`config.mk`:
```
export PLATFORM = sky130hd
export DESIGN_NAME = sr_command_gen
export DESIGN_NICKNAME = d
export VERILOG_FILES = /design/src/rtl/sr_command_gen.sv
export SDC_FILE = /design/constraint.sdc
export NUM_CORES = 1
export LEC_CHECK = 0
export BUFFER_PORTS_ARGS = -buffer_cell sky130_fd_sc_hd__buf_2
export CAP_MARGIN = 20
export CORE_MARGIN = 1
export CORE_UTILIZATION = 40
export CTS_CLUSTER_DIAMETER = 30
export DETAILED_ROUTE_END_ITERATION = 6
export GPL_TIMING_DRIVEN = 1
export SYNTH_ARGS = -nofsm -noshare
export SYNTH_HDL_FRONTEND = slang
export SYNTH_SLANG_ARGS = --single-unit
```
`constraint.sdc`:
```
create_clock -name CLK_in -period 1.7 [get_ports CLK_in]
set_clock_uncertainty 0.2 [all_clocks]
set_input_delay 0.51 -clock CLK_in [delete_from_list [all_inputs] [get_ports CLK_in]]
set_output_delay 0.51 -clock CLK_in [all_outputs]
set_load 0.02 [all_outputs]
```
`src/rtl/sr_command_gen.sv`:
```
// sr_command_gen: synchronises and debounces two push-buttons and turns each accepted
// press into a fixed-width, never-overlapping S or R pulse. Option macro: SR_CMD_SHADOW_EN.
module sr_command_gen #(
   parameter int DEBOUNCE_CYCLES = 4,
   parameter int PULSE_WIDTH     = 2,
   parameter int GAP_CYCLES      = 1
) (
   input  logic CLK_in,
   input  logic RST_in,
   input  logic SET_BTN_in,
   input  logic CLR_BTN_in,
   output logic S_out,
   output logic R_out,
   output logic BUSY_out,
   output logic CONFLICT_out
`ifdef SR_CMD_SHADOW_EN
   ,
   output logic Q_SHADOW_out
`endif
);

   typedef enum logic [1:0] {IDLE, PULSE_S, PULSE_R, GAP} state_t;
   typedef enum logic [1:0] {CMD_NONE, CMD_SET, CMD_CLR} cmd_t;

   localparam int DB_W  = $clog2(DEBOUNCE_CYCLES) + 1;
   localparam int TMR_W = $clog2(PULSE_WIDTH + GAP_CYCLES + 1);
   localparam logic [DB_W-1:0]  DB_LAST  = DB_W'(DEBOUNCE_CYCLES - 1);
   localparam logic [TMR_W-1:0] PW_LAST  = TMR_W'(PULSE_WIDTH - 1);
   localparam logic [TMR_W-1:0] GAP_LAST = TMR_W'((GAP_CYCLES > 0) ? GAP_CYCLES - 1 : 0);

   // Bit 0 carries the set button, bit 1 the clear button.
   logic [1:0]       sync1_q, sync1_d, sync2_q, sync2_d;
   logic [1:0]       stable_q, stable_d, stable_prev_q, stable_prev_d;
   logic [DB_W-1:0]  db_cnt_q [2];
   logic [DB_W-1:0]  db_cnt_d [2];
   state_t           state_q, state_d;
   logic [TMR_W-1:0] tmr_q, tmr_d;
   cmd_t             pend_q, pend_d;
   logic             s_out_q, s_out_d, r_out_q, r_out_d;
   logic             busy_q, busy_d, conflict_q, conflict_d;
   logic             req_set, req_clr, decide;
   cmd_t             req_cmd, next_cmd;
`ifdef SR_CMD_SHADOW_EN
   logic             shadow_q, shadow_d;
`endif

   always_comb begin
      // NOTE: every signal gets a default before any branch, so no latch can be inferred.
      sync1_d       = {CLR_BTN_in, SET_BTN_in};
      sync2_d       = sync1_q;
      stable_prev_d = stable_q;
      stable_d      = stable_q;
      for (int i = 0; i < 2; i++) begin
         db_cnt_d[i] = '0;
         if (sync2_q[i] != stable_q[i]) begin
            if (db_cnt_q[i] == DB_LAST) stable_d[i] = ~stable_q[i];
            else                        db_cnt_d[i] = db_cnt_q[i] + 1'b1;
         end
      end
   end

   always_comb begin
      req_set  = stable_q[0] & ~stable_prev_q[0];
      req_clr  = stable_q[1] & ~stable_prev_q[1];
      req_cmd  = CMD_NONE;
      if (req_set && !req_clr)      req_cmd = CMD_SET;
      else if (req_clr && !req_set) req_cmd = CMD_CLR;
      // A fresh request overrides the slot wherever a new command can be picked.
      next_cmd = (req_cmd != CMD_NONE) ? req_cmd : pend_q;
      state_d  = state_q;
      tmr_d    = tmr_q;
      pend_d   = pend_q;
      decide   = 1'b0;
`ifdef SR_CMD_SHADOW_EN
      shadow_d = shadow_q;
`endif
      case (state_q)
         IDLE: decide = 1'b1;
         PULSE_S, PULSE_R: begin
            if (tmr_q != '0) tmr_d = tmr_q - 1'b1;
            else if (GAP_CYCLES > 0) begin
               state_d = GAP;
               tmr_d   = GAP_LAST;
            end else decide = 1'b1;
         end
         GAP: begin
            if (tmr_q != '0) tmr_d = tmr_q - 1'b1;
            else             decide = 1'b1;
         end
         default: state_d = IDLE;
      endcase

      if (decide) begin
         state_d = IDLE;
         pend_d  = CMD_NONE;
         tmr_d   = PW_LAST;
`ifdef SR_CMD_SHADOW_EN
         // Commands that would not change the flip-flop are dropped here.
         if (next_cmd == CMD_SET && !shadow_q) begin
            state_d  = PULSE_S;
            shadow_d = 1'b1;
         end else if (next_cmd == CMD_CLR && shadow_q) begin
            state_d  = PULSE_R;
            shadow_d = 1'b0;
         end
`else
         if (next_cmd == CMD_SET)      state_d = PULSE_S;
         else if (next_cmd == CMD_CLR) state_d = PULSE_R;
`endif
      end else if (req_cmd != CMD_NONE) begin
         pend_d = req_cmd;
      end

      s_out_d    = (state_d == PULSE_S);
      r_out_d    = (state_d == PULSE_R);
      busy_d     = (state_d != IDLE);
      conflict_d = req_set & req_clr;
   end

   always_ff @(posedge CLK_in) begin
      // NOTE: non-blocking assignments only, so every flop samples pre-edge values.
      if (RST_in) begin
         sync1_q       <= '0;
         sync2_q       <= '0;
         stable_q      <= '0;
         stable_prev_q <= '0;
         for (int i = 0; i < 2; i++) db_cnt_q[i] <= '0;
         state_q       <= IDLE;
         tmr_q         <= '0;
         pend_q        <= CMD_NONE;
         s_out_q       <= 1'b0;
         r_out_q       <= 1'b0;
         busy_q        <= 1'b0;
         conflict_q    <= 1'b0;
`ifdef SR_CMD_SHADOW_EN
         shadow_q      <= 1'b0;
`endif
      end else begin
         sync1_q       <= sync1_d;
         sync2_q       <= sync2_d;
         stable_q      <= stable_d;
         stable_prev_q <= stable_prev_d;
         db_cnt_q      <= db_cnt_d;
         state_q       <= state_d;
         tmr_q         <= tmr_d;
         pend_q        <= pend_d;
         s_out_q       <= s_out_d;
         r_out_q       <= r_out_d;
         busy_q        <= busy_d;
         conflict_q    <= conflict_d;
`ifdef SR_CMD_SHADOW_EN
         shadow_q      <= shadow_d;
`endif
      end
   end

   assign S_out        = s_out_q;
   assign R_out        = r_out_q;
   assign BUSY_out     = busy_q;
   assign CONFLICT_out = conflict_q;
`ifdef SR_CMD_SHADOW_EN
   assign Q_SHADOW_out = shadow_q;
`endif

endmodule

```
==> results.md <==
* FFs w/ async S/R, synth at 0
* Most frequent cell after synthesis: dfxtp_1
* Storage element area at about 480 µm²
* Switching Share at 0.2669
* Hold_buf cts at 0
* Post-synth top cells: 24 x dfxtp_1, 16 x nor2_1, 7 x nor2b_1, 6 x nor3_1
* Setup TNS at 0 ns
* Minimum clock period at approximately 1.6 ns
* Clk Latency, worst-skew pair at about 0.30 ns
* Internal at 805.3 µW
* Synthesized area at approximately 900 µm²
* Clock Sink Count at 24
* DRT antenna net count at 0
* Largest net degree at the start of global routing at 21
* Total leakage power at ~0.00042 µW
* CTS tree: yes
* Worst EP arrival at roughly 1.6 ns
* Grt total ovfl at 0
* Peak VDD IR at approximately 730 µV
* H-tree levels at 1
* Vias per inst at between 4 and 5
* Initial Util at 0.4418
* Synth area leader: dfxtp_1
* Nets at around 110
* CP Data Required Time at roughly 1.7 ns
* DRC Markers at 0
* Cell types occupying the most area after synthesis: dfxtp_1 53%, ha_1 6.9%, nor2_1 6.7%
* Part of the cycle the worst path needs at 0.9587
* #FFs+latches synth at 24
* CTS Root Cell: clkbuf_4
* Reg2Reg Depth at 5
* Gpl congestion at ~0.66
* Global-route wire length before repair at between 2000 and 2500 µm
* Share of cells above drive strength 1 at 0.1748
* Vias in the first global route at ~570
* Dominant synthesized flop cell: dfxtp_1
* DP HPWL at between 900 and 1000 µm
* Synth-to-Final Area Change at 12.90%
* Status: finished, final reports clean
* Die Wd at 49.49 µm
* Pwr dens at 1079 nW/µm²
* Worst-path clk slew at approximately 0.12 ns
* Final Util at 0.4988
* Sw Pwr at just under 300 µW
* Min-delay worst type: input pin to register
* Routed wire length at between 1000 and 1500 µm
* Num CTS Buffers at 3
* Die ar. at approximately 2400 µm²
* Comb pwr share at 0.224
* Synth top area share at 0.5326
* Syn Inst Count at 91
* Max-Slew Margin vs Limit at 0.7758
* WHS Path Cells at 2
* Worst setup path class: register to register
* Area of the multi-input gates at about 400 µm²
* Reg-to-reg endpoint: BUSY_out
* Syn_nets at 100
* Clk pwr share at 0.210
* Core Area at 2042 µm²
* Yosys warnings at 0
* Placed insts at approximately 120
* Initial antenna violation count at 0
* RR Startpoint: state_q[0]
* Hold path start: SET_BTN_in
* FP Rows at 16
* Post-synthesis sequential area ratio at 0.5326
* Critical Path Source Type: register
* CP max FO at 5
* Yosys cell types at 26
* Hold Crit Endpoint: sync1_q[0]
* Fillers at between 200 and 250
* Die Y at 49.49 µm
* Final Hold Viols at 0
* Mean routed wirelength per cell at just under 10 µm
* Sequential power share at 0.566
* Fmax achieved at about 0.61 GHz
* Finished Layout Cells at 130
* Max-cap violations at 0
* Vias at 605
* Worst Tran Pin Value at 0.3363 ns
* Antenna diodes at 0
* Number of synthesized flops with an enable pin at 0
* Initial drt markers at 4
* Drt first pass iters at 2
* Max clock buf depth at 2
* Finish-stage setup viols at 0
* CP endpoint kind: register
* Max Transition Viols Final at 0
* Number of I/O pins at 8
* R2r setup slk at approximately 0.070 ns
* # port buffers at 7
* Tot GR Track Use at 0.1220
* Avg Inst Size Synth at 9.913 µm²
==> logic make-up (layout without fill, tap and decap cells) <==
group | count (synthesis) | in the layout | synth area share
AND/OR/NAND/NOR | 38 | 38 | 0.2108
AO/OA/AOI/OAI | 10 | 10 | 0.08184
multiplexers | 2 | 2 | 0.02219
flip-flops | 24 | 24 | 0.5326
XOR/XNOR | 2 | 2 | 0.01942
adder cells (fa/ha/maj) | 8 | 8 | 0.1040
buffers and inverters | 7 | 19 | 0.02913
==> metrics by stage <==
step	instance area, µm²	hold slack [ns]	power [µW]	setup WS (ns)
after global routing	1018	0.2019	1174	-0.006931
after detailed placement	970.9	0.2206	834.3	0.05836
after floorplan	902.1	0.1990	777.0	0.1117
after global placement	970.9	0.2081	832.5	0.08647
after CTS	993.5	0.2047	1069	0.03599
final	1018	0.2175	1098	0.07027
==> metal layers <==
metal | track usage | vias to the layer above | part of all wire
met3 | 0.02778 | 2 | 0.021
met4 | 0.05714 | 0 | 0.0070
li1 | - | 329 | -
met2 | 0.2146 | 3 | 0.47
met5 | 0 | - | 0
met1 | 0.1387 | 271 | 0.50
==> layout make-up <==
class | count | area share
timing repair buffer | 11 | 0.06388
clock buffer | 3 | 0.02211
inverter | 5 | 0.01843
multi-input combinational | 60 | 0.3907
tap | 27 | 0.03317
sequential | 24 | 0.4717
==> worst max-delay path, stage by stage, from the launching register on <==
cell and delay (ns):
dfxtp_1 0.35, ha_1 0.34, nor2_2 0.12, a21o_1 0.18
nor3_1 0.08, a211o_1 0.27
==> power by group through the flow <==
| stage | clock [µW] | combinational, µW | sequential (µW) |
|---|---|---|---|
| 2_1_floorplan | 0 | 125 | 652 |
| 3_3_place_gp | 0 | 200 | 633 |
| 3_5_place_dp | 0 | 200 | 634 |
| 4_1_cts | 247 | 201 | 622 |
| 5_1_grt | 276 | 272 | 626 |
| 6_report | 230 | 246 | 622 |
==> worst max path at each step <==
stage                          start         to  slack [ns]
after floorplan           state_q[0]   BUSY_out        0.11
after global placement    state_q[0]   BUSY_out        0.09
after detailed placement  state_q[0]   BUSY_out        0.06
after CTS                 state_q[0]   BUSY_out        0.04
after global routing      state_q[0]  pend_q[1]      -0.007
final                     state_q[0]   BUSY_out        0.07
==> cells in the final DEF, fill, tap and decap left out, drive strengths merged, types with 3 or more instances in the layout <==
master / n
clkbuf: 3
nor2b: 8
maj3: 3
dfxtp: 24
buf: 11
nor2: 16
nor3: 6
inv: 5
ha: 5
==> repair_timing <==
action                     4_1_cts  5_1_grt
gates resized for setup          0        1
setup endpoints to repair        0        2
buffers inserted                 0        3
==> state kept, by name, indices dropped and copies added (netlist names) <==
name and count:
stable_prev_d 2, CONFLICT_out 1, sync2_q 2, pend_q 2, tmr_q 2, sync1_q 2
R_out 1, BUSY_out 1, db_cnt_q 6, state_q 2, stable_prev_q 2, S_out 1
No activity file was read; power rests on OpenSTA's default activity.
